$ cat src/rtl/temp_sampler.sv
// -----------------------------------------------------------------------------
// temp_sampler
//
// Purpose:
//   Collects temperature samples from two sensors sharing a single input port.
//   - Greenhouse samples go through a 4-sample moving average.
//   - Outside samples are held as-is.
//   - A flag reports whether outside is warmer than the greenhouse. The flag
//     uses a hysteresis band so it does not chatter near equality.
//   - A stale detector watches the greenhouse sensor.
//   - Rejected (-128) samples are counted.
//
// Parameters:
//   STALE_LIMIT  cycles without an accepted greenhouse sample before stale (1..65535)
//   HYST         hysteresis band in degrees for the warmer flag (0..15)
//
// Ports:
//   clk                     in   clock, all state changes on the rising edge
//   rst                     in   synchronous active-high reset
//   in_valid                in   a sample is present this cycle
//   in_sel                  in   sample source: 0 = greenhouse, 1 = outside
//   in_temp        [7:0]    in   signed sample in degrees
//   greenhouse_temp[7:0]    out  signed 4-sample average of greenhouse samples
//   outside_temp   [7:0]    out  signed last accepted outside sample
//   temp_g_greenhouse_temp  out  outside warmer than greenhouse (hysteresis)
//   out_valid               out  average and warmer flag are trustworthy
//   stale                   out  greenhouse sensor silent for STALE_LIMIT cycles
//   err_count      [7:0]    out  rejected samples, saturating at 255
//
// Handshake:
//   in_valid is a one-sided valid with no ready. The block always consumes
//   the sample on the rising edge where in_valid=1. The sample is accepted
//   unless in_temp is -128 (8'h80). A -128 sample is only counted in
//   err_count and leaves every other piece of state alone.
// -----------------------------------------------------------------------------
module temp_sampler #(
    parameter logic [15:0] STALE_LIMIT = 16'd1000,
    parameter logic [3:0]  HYST        = 4'd2
) (
    input  logic       clk,
    input  logic       rst,
    input  logic       in_valid,
    input  logic       in_sel,
    input  logic [7:0] in_temp,
    output logic [7:0] greenhouse_temp,
    output logic [7:0] outside_temp,
    output logic       temp_g_greenhouse_temp,
    output logic       out_valid,
    output logic       stale,
    output logic [7:0] err_count
);

    localparam logic [7:0] BAD_SAMPLE = 8'h80;

    // Storage
    logic signed [7:0] gh_buf [4];   // [0] newest, [3] oldest
    logic signed [7:0] avg_q;
    logic signed [7:0] outside_q;
    logic        [2:0] fill_cnt;
    logic              outside_seen;
    logic              gh_acc_q;     // greenhouse sample accepted on the previous edge
    logic              flag_q;
    logic       [15:0] stale_cnt;
    logic        [7:0] err_q;

    // Combinational helpers
    logic              sample_ok;
    logic              reject;
    logic              gh_accept;
    logic              out_accept;
    logic signed [9:0] buf_sum;
    logic signed [8:0] diff;
    logic signed [8:0] hyst_pos;
    logic signed [8:0] hyst_neg;
    logic              flag_next;

    assign sample_ok  = (in_temp != BAD_SAMPLE);
    assign reject     = in_valid && !sample_ok;
    assign gh_accept  = in_valid && sample_ok && !in_sel;
    assign out_accept = in_valid && sample_ok && in_sel;

    // A 10-bit sum holds four 8-bit signed values without overflow.
    assign buf_sum = {{2{gh_buf[0][7]}}, gh_buf[0]}
                   + {{2{gh_buf[1][7]}}, gh_buf[1]}
                   + {{2{gh_buf[2][7]}}, gh_buf[2]}
                   + {{2{gh_buf[3][7]}}, gh_buf[3]};

    // A 9-bit difference covers -255..+255, so it cannot overflow.
    assign diff     = {outside_q[7], outside_q} - {avg_q[7], avg_q};
    assign hyst_pos = {5'd0, HYST};
    assign hyst_neg = -hyst_pos;

    assign stale = (stale_cnt == STALE_LIMIT);

    // Suppress out_valid on the cycle right after a greenhouse sample is
    // accepted. On that cycle the average register still shows the old buffer.
    assign out_valid = (fill_cnt == 3'd4) && outside_seen && !stale && !gh_acc_q;

    // Set wins over clear, so the flag sets when HYST=0 and diff=0.
    always_comb begin
        flag_next = flag_q;
        if (!out_valid) begin
            flag_next = 1'b0;
        end else if (diff >= hyst_pos) begin
            flag_next = 1'b1;
        end else if (diff <= hyst_neg) begin
            flag_next = 1'b0;
        end
    end

    always_ff @(posedge clk) begin
        if (rst) begin
            for (int i = 0; i < 4; i++) begin
                gh_buf[i] <= '0;
            end
            avg_q        <= '0;
            outside_q    <= '0;
            fill_cnt     <= '0;
            outside_seen <= 1'b0;
            gh_acc_q     <= 1'b0;
            flag_q       <= 1'b0;
            stale_cnt    <= '0;
            err_q        <= '0;
        end else begin
            // Arithmetic shift floors toward negative infinity.
            avg_q    <= 8'(buf_sum >>> 2);
            flag_q   <= flag_next;
            gh_acc_q <= gh_accept;

            if (gh_accept) begin
                gh_buf[3] <= gh_buf[2];
                gh_buf[2] <= gh_buf[1];
                gh_buf[1] <= gh_buf[0];
                gh_buf[0] <= in_temp;
                if (fill_cnt != 3'd4) begin
                    fill_cnt <= fill_cnt + 3'd1;
                end
                stale_cnt <= '0;
            end else if (stale_cnt != STALE_LIMIT) begin
                stale_cnt <= stale_cnt + 16'd1;
            end

            if (out_accept) begin
                outside_q    <= in_temp;
                outside_seen <= 1'b1;
            end

            if (reject && (err_q != 8'hFF)) begin
                err_q <= err_q + 8'd1;
            end
        end
    end

    assign greenhouse_temp = avg_q;
    assign outside_temp    = outside_q;
    // Also gate the flag directly, so it reads 0 on the same cycle out_valid drops.
    assign temp_g_greenhouse_temp = flag_q && out_valid;
    assign err_count = err_q;

endmodule

$ cat config.mk
export PLATFORM = sky130hd
export DESIGN_NAME = temp_sampler
export DESIGN_NICKNAME = d
export VERILOG_FILES = /design/src/rtl/temp_sampler.sv
export SDC_FILE = /design/constraint.sdc
export NUM_CORES = 1
export LEC_CHECK = 0
export ABC_AREA = 1
export CAP_MARGIN = 20
export CORE_MARGIN = 3
export CORE_UTILIZATION = 35
export DETAILED_ROUTE_END_ITERATION = 8
export GPL_TIMING_DRIVEN = 0
export SLEW_MARGIN = 10
export SYNTH_ARGS = -nofsm -noshare
export SYNTH_HDL_FRONTEND = slang
export SYNTH_SLANG_ARGS = --single-unit
export TNS_END_PERCENT = 30
$ cat constraint.sdc
create_clock -name clk -period 3.7 [get_ports clk]
set_input_delay 0.74 -clock clk [delete_from_list [all_inputs] [get_ports clk]]
set_output_delay 0.74 -clock clk [all_outputs]
set_load 0.005 [all_outputs]
==> summary.txt, run 1 <==
Clock tree
  • Root Driver: clkbuf_16
  • Hold buffers post-CTS: 0
  • Clock latency on the worst-skew pair: 330 ps
  • Clock slew at reported path FFs: 60 ps
  • Post-CTS setup buffers: 0
  • CTS H-tree lvls: 3
  • CTS tree: built
  • Post-CTS Resized: 0
  • Max clock buf depth: 2
  • Sink Count: 78
  • CTS Buf Count: 9

Synthesis
  • Syn Nets: 614
  • Post-synth EDFFs: 32
  • Synth async-reset ratio: 0%
  • Area leader, netlist: edfxtp_1
  • Count leader, synth: inv_1
  • Yosys cell types: 39
  • Post-synthesis area per instance: 8.17 um^2
  • Top_reg_cell synth: dfxtp_1
  • Syn Inst Count: 564
  • FF+latch count, synth: 78
  • Synth top cells by count: 113 x inv_1, 109 x nand2_1, 63 x nor2_1, 46 x dfxtp_1, 35 x a21oi_1
  • Post-synth top area share: 20.8%
  • Warnings, synthesis: 0
  • Post-synthesis sequential area ratio: 40.8%
  • Mapped cell area: 4610 um^2
  • Synth top area cells: edfxtp_1 21%, dfxtp_1 20%, inv_1 9.2%

Critical path
  • CP required: 2960 ps
  • Setup Crit Path Kind: reg2out
  • Crit start category: register
  • Worst path arrival time: 2090 ps
  • Critical path endpoint category: output pin
  • Crit-path max FO: 4

Detailed routing
  • ANT nets after route: 0
  • Vias per cell: 4.56
  • Wire length per cell: 12.0 um
  • DRC: 0
  • Final WL: 9470 um
  • Drt pass-1 iters: 4
  • Vias: 3595
  • Initial DRC count: 206

Pwr
  • Cell Int Power: 1800 uW
  • Flop pwr share: 37.7%
  • Pwr/cell area: 482 nW/um^2
  • Total power: 2640 uW
  • Worst IR Drop VDD: 0.220 mV
  • Switching power: 840 uW
  • Sw Share: 31.8%
  • Lkg Pwr: 0.00239 uW
  • Clock Power Share: 32.6%
  • Combinational fraction of design power: 29.7%

Placed design
  • Post-Place Setup Slack: 937 ps
  • Detail Placement HPWL: 7320 um
  • Placer congestion estimate: 0.835
  • Port buffer count: 36

Floorplanning
  • Io pins: 39
  • Die footprint: 14600 um^2
  • Core area: 12800 um^2
  • Cell Rows: 41
  • Initial Utilization: 36.1%
  • Die height: 121 um
  • Die X: 121 um

Final layout
  • Fill cells: 1279
  • Multi-input gate area: 2210 um^2
  • Area growth, synth to finish: 18.8%
  • Nets: 661
  • Ratio of cells with drive above 1 in the final layout: 9.25%
  • Antenna cells: 0
  • Reg area: 1880 um^2

GRT
  • Total GRT Usage: 14.1%
  • Largest net degree at the start of global routing: 42
  • Vias in the first global route: 3679
  • First-pass GRT wire length: 16700 um
  • Grt total ovfl: 0
  • Antenna violations before repair: 0

Timing
  • Actual slew at the worst max-slew pin: 550 ps
  • Tcrit/Tclk final: 76.5%
  • Final Hold Fails: 0
  • Fin crit period: 2830 ps
  • Max Slew Vio Count: 0
  • Setup violations, final: 0
  • Min setup slack post-route: 868 ps
  • Slew HR: 63.3%
  • RSZ-0062 raised after global routing: false
  • Clock Skew: 7.38 ps
  • Hold slack: 462 ps
  • Max Freq: 353 MHz
  • Setup total negative slack: 0 ps

Hold path
  • Hold Crit Class: reg2reg

Run status
  • Status: complete, no violations

Flow run
  • MaxCap Viol Count: 0
-- path summary, 6_finish.rpt --
kind | from | slack (ps) | to | cells after the start
worst max-delay path | stale_cnt[0]$_SDFFE_PP0N_ | 870 | temp_g_greenhouse_temp | 8
worst min-delay path | outside_seen$_SDFFE_PP0P_ | 460 | outside_seen$_SDFFE_PP0P_ | 2
worst max register to register | gh_buf[2][2]$_SDFFCE_PN0P_ | 890 | greenhouse_temp[5]$_SDFF_PP0_ | 12
worst min register to register | outside_seen$_SDFFE_PP0P_ | 460 | outside_seen$_SDFFE_PP0P_ | 2
-- flip-flops by register name (all words and copies together) (netlist names) --
name and flops:
outside_seen 1, gh_acc_q 1, outside_temp 8, flag_q 1
err_count 8, stale_cnt 16, fill_cnt 3, greenhouse_temp 8
gh_buf 32
-- critical path, cell delays in order, from the launching register on --
cell and delay (ps):
dfxtp_1 370, inv_1 90, ha_1 210, nand4_1 90
nor3_1 50, nand2_1 200, nand2_1 150, nor2_1 110
clkdlybuf4s50_1 500
-- power by group through the flow --
| stage | sequential [uW] | clock [uW] | combinational, uW |
|---|---|---|---|
| after floorplan | 1010 | 0 | 562 |
| after global placement | 1010 | 0 | 760 |
| after detailed placement | 1010 | 0 | 783 |
| after CTS | 996 | 886 | 791 |
| after global routing | 1000 | 924 | 922 |
| final | 995 | 860 | 785 |
-- metal layers --
layer  global-route usage [%]  share of wire (%)  routed length (um)  vias to the layer above
met5                        0                  0                   0                        -
met2                     23.1                 47                4480                       51
met4                     3.19               0.49                  46                        0
met3                     3.74                4.4                 417                        4
met1                     18.7                 48                4530                     1665
li1                         -                  -                   -                     1875
-- placed cells by master (no fill, tap or decap), types with 9 or more instances in the layout --
cell type and n:
clkdlybuf4s50_1 36, nand4_1 15, nand2_1 109, inv_1 113, edfxtp_1 32, fa_1 18, a21oi_1 35, nor2_1 63
o21ai_0 12, clkbuf_16 9, ha_1 20, nand3_1 31, dfxtp_1 46
-- final cells by class --
class                           instances  area share (%)
Multi-Input combinational cell        356            40.3
Sequential cell                        78            34.4
Inverter                              120            8.22
Timing Repair Buffer                   36            6.58
Clock buffer                           10            4.18
Tap cell                              172            3.93
Buffer                                 10            1.23
Clock inverter                          6            1.14
-- kinds of logic (layout without fill, tap and decap cells) --
logic type                 count (synthesis)  count (layout)  share of synthesized area [%]
AOI/OAI and AO/OA                         57              57                           6.70
buffers and inverters                    130             182                           11.2
DFF                                       78              78                           40.8
adders and majority gates                 38              38                           13.2
xor gates and xnor gates                   9               9                           1.71
and+or+nand+nor                          252             252                           26.3
-- metrics by stage --
| stage | cells | area, um^2 | utilization (%) |
|---|---|---|---|
| 6_report | 788 | 5480 | 42.9 |
| 5_1_grt | 788 | 5480 | 42.9 |
| 4_1_cts | 788 | 5480 | 42.9 |
| 3_5_place_dp | 772 | 5180 | 40.6 |
| 3_3_place_gp | 772 | 5180 | 40.6 |
| 2_1_floorplan | 564 | 4610 | - |
No activity file was read; power rests on OpenSTA's default activity.
==> inputs of run 2 (changes only) <==
==> constraint.sdc (replaced) <==
create_clock -name clk -period 2.9 [get_ports clk]
set_input_delay 0.58 -clock clk [delete_from_list [all_inputs] [get_ports clk]]
set_output_delay 0.58 -clock clk [all_outputs]
set_load 0.005 [all_outputs]
==> summary.txt, run 2 (same netlist as run 1, synthesis figures left out) <==
Critical path
  • Setup Crit Path Kind: reg2reg
  • Crit start category: register
  • Crit-path cells: inv_1 -> fa_1 -> fa_1 -> inv_1 -> fa_2 -> nand3_1 -> nand2_1 -> nand2_1 -> nand2_1 -> a21oi_2 -> o21ai_0 -> a21oi_1
  • Worst path arrival time: 2970 ps (+880 ps)
  • Critical path endpoint category: register
  • Critical path's slowest cell: fa_1
  • CP peak stage delay: 520 ps (+20 ps)
  • Reg2Reg Depth: 12 (unchanged)
  • Crit-path max FO: 4 (unchanged)
  • CP most frequent cell: nand2_1
  • CP required: 3160 ps (+200 ps)

Placed design
  • Dpl cell area: 5180 um^2 (unchanged)
  • Port buffer count: 36 (unchanged)
  • Placer congestion estimate: 0.835 (unchanged)
  • Post-Place Setup Slack: 137 ps (-800 ps)
  • Detail Placement HPWL: 7320 um (unchanged)

Final layout
  • Reg area: 1880 um^2 (unchanged)
  • Commonest non-fill, non-tap cell in the layout: inv_1
  • Max FFs per register: 32 (unchanged)
  • Ratio of cells with drive above 1 in the final layout: 9.74% (+0.49 points)
  • Final Util: 42.9% (+0.069 points)
  • Most frequent cells in the layout: 113 x inv_1, 109 x nand2_1, 62 x nor2_1
  • Nets: 661 (unchanged)
  • Top reg by flops: gh_buf
  • Multi-input gate area: 2220 um^2 (+0.40%)
  • Cell area after layout: 5490 um^2 (+0.16%)
  • Fill cells: 1277 (-0.16%)
  • Top Registers: gh_buf: 32 flops, stale_cnt: 16 flops
  • Area growth, synth to finish: 19.0%
  • Antenna cells: 0 (unchanged)

Detailed routing
  • Final WL: 9490 um (+0.24%)
  • ANT nets after route: 0 (unchanged)
  • DRC: 0 (unchanged)
  • Wire length per cell: 12.0 um (+0.24%)
  • Drt pass-1 iters: 4 (unchanged)
  • Initial DRC count: 199 (-3.4%)
  • Vias per cell: 4.57 (+0.22%)
  • Vias: 3603 (+0.22%)

GRT
  • Largest net degree at the start of global routing: 42 (unchanged)
  • Antenna violations before repair: 0 (unchanged)
  • First-pass GRT wire length: 16700 um (unchanged)
  • Total GRT Usage: 14.1% (unchanged)
  • Vias in the first global route: 3679 (unchanged)
  • Grt total ovfl: 0 (unchanged)

Timing
  • RSZ-0062 raised after global routing: false
  • Max Freq: 369 MHz
  • Setup violations, final: 0 (unchanged)
  • Tcrit/Tclk final: 93.3%
  • Hold slack: 464 ps (+1.61 ps)
  • Clock Skew: 6.65 ps (-0.734 ps)
  • Slew HR: 63.3% (about the same)
  • Actual slew at the worst max-slew pin: 550 ps (+0.0795 ps)
  • Max Slew Vio Count: 0 (unchanged)
  • Fin crit period: 2710 ps
  • Setup total negative slack: 0 ps (unchanged)
  • Final Hold Fails: 0 (unchanged)
  • Min setup slack post-route: 194 ps (-674 ps)

Clock tree
  • Clock latency on the worst-skew pair: 330 ps (about the same)
  • Clock slew at reported path FFs: 60 ps (about the same)
  • Post-CTS setup buffers: 0 (unchanged)
  • CTS Buf Count: 9 (unchanged)
  • CTS tree: built
  • Root Driver: clkbuf_16
  • Max clock buf depth: 2 (unchanged)
  • CTS H-tree lvls: 3 (unchanged)
  • Sink Count: 78 (unchanged)

Pwr
  • Lkg Pwr: 0.00239 uW (about the same)
  • Worst IR Drop VDD: 0.281 mV (+28%)
  • Pwr/cell area: 616 nW/um^2 (+28%)

Run status
  • Status: complete, no violations

Floorplanning
  • Initial Utilization: 36.1% (unchanged)
  • Die X: 121 um (unchanged)
  • Die footprint: 14600 um^2 (unchanged)
  • Die height: 121 um (unchanged)
  • Cell Rows: 41 (unchanged)
  • Io pins: 39 (unchanged)
  • Core area: 12800 um^2 (unchanged)

Hold path
  • Hold Crit Class: reg2reg
  • Hold depth: 2 (unchanged)

Flow run
  • MaxCap Viol Count: 0 (unchanged)
-- run 2: path summary, 6_finish.rpt --
kind,to,startpoint,slack (ps)
worst min-delay path,outside_seen$_SDFFE_PP0P_,outside_seen$_SDFFE_PP0P_,460
worst max register to register,greenhouse_temp[5]$_SDFF_PP0_,gh_buf[2][2]$_SDFFCE_PN0P_,190
worst min register to register,outside_seen$_SDFFE_PP0P_,outside_seen$_SDFFE_PP0P_,460
worst max-delay path,greenhouse_temp[5]$_SDFF_PP0_,gh_buf[2][2]$_SDFFCE_PN0P_,190
-- run 2: metal layers --
layer  GRT usage [%]  vias to the layer above  share of wire [%]
met5               0                        -                  0
met4            3.19                        0               0.48
met3            3.74                        4                4.0
met2            23.1                       52                 47
met1            18.7                     1670                 48
li1                -                     1877                  -
-- run 2: critical path, delay by kind of cell, from the launching register on --
family                   cells  cell delay, ps
adder cells (fa/ha/maj)      3            1400
flip-flops                   1             360
AND/OR/NAND/NOR              4             360
AO/OA/AOI/OAI                3             350
buffers and inverters        2             170
-- run 2: final cells by class --
cell class | instances | share of cell area (%)
multi-input cells | 356 | 40.4
flip-flops and latches | 78 | 34.3
inverters | 120 | 8.21
repair buffers | 36 | 6.57
clock buffers | 10 | 4.17
well taps | 172 | 3.92
plain buffers | 10 | 1.23
clock inverters | 6 | 1.14
-- run 2: power by group --
group	internal (uW)	switching, uW	leakage [uW]
clock	664	434	0.000142
combinational	411	600	0.00153
sequential	1230	43.7	0.000714
-- run 2: timing repair --
action	4_1_cts	5_1_grt
resized for setup	0	3
hold buffers	0	0
setup endpoints to repair	0	1
-- run 2: per-stage QoR --
step | std cells | power [uW]
after floorplan | 564 | 2000
after global placement | 772 | 2260
after detailed placement | 772 | 2290
after CTS | 788 | 3410
after global routing | 788 | 3640
final | 788 | 3380
==> inputs of run 3 (changes only) <==
--- a/config.mk
+++ b/config.mk
@@ -11,7 +11,6 @@
 export CORE_UTILIZATION = 35
 export DETAILED_ROUTE_END_ITERATION = 8
 export GPL_TIMING_DRIVEN = 0
-export SLEW_MARGIN = 10
 export SYNTH_ARGS = -nofsm -noshare
 export SYNTH_HDL_FRONTEND = slang
 export SYNTH_SLANG_ARGS = --single-unit
==> results of run 3 <==
The final DEF is identical to that of run 2; final timing and power are the same.
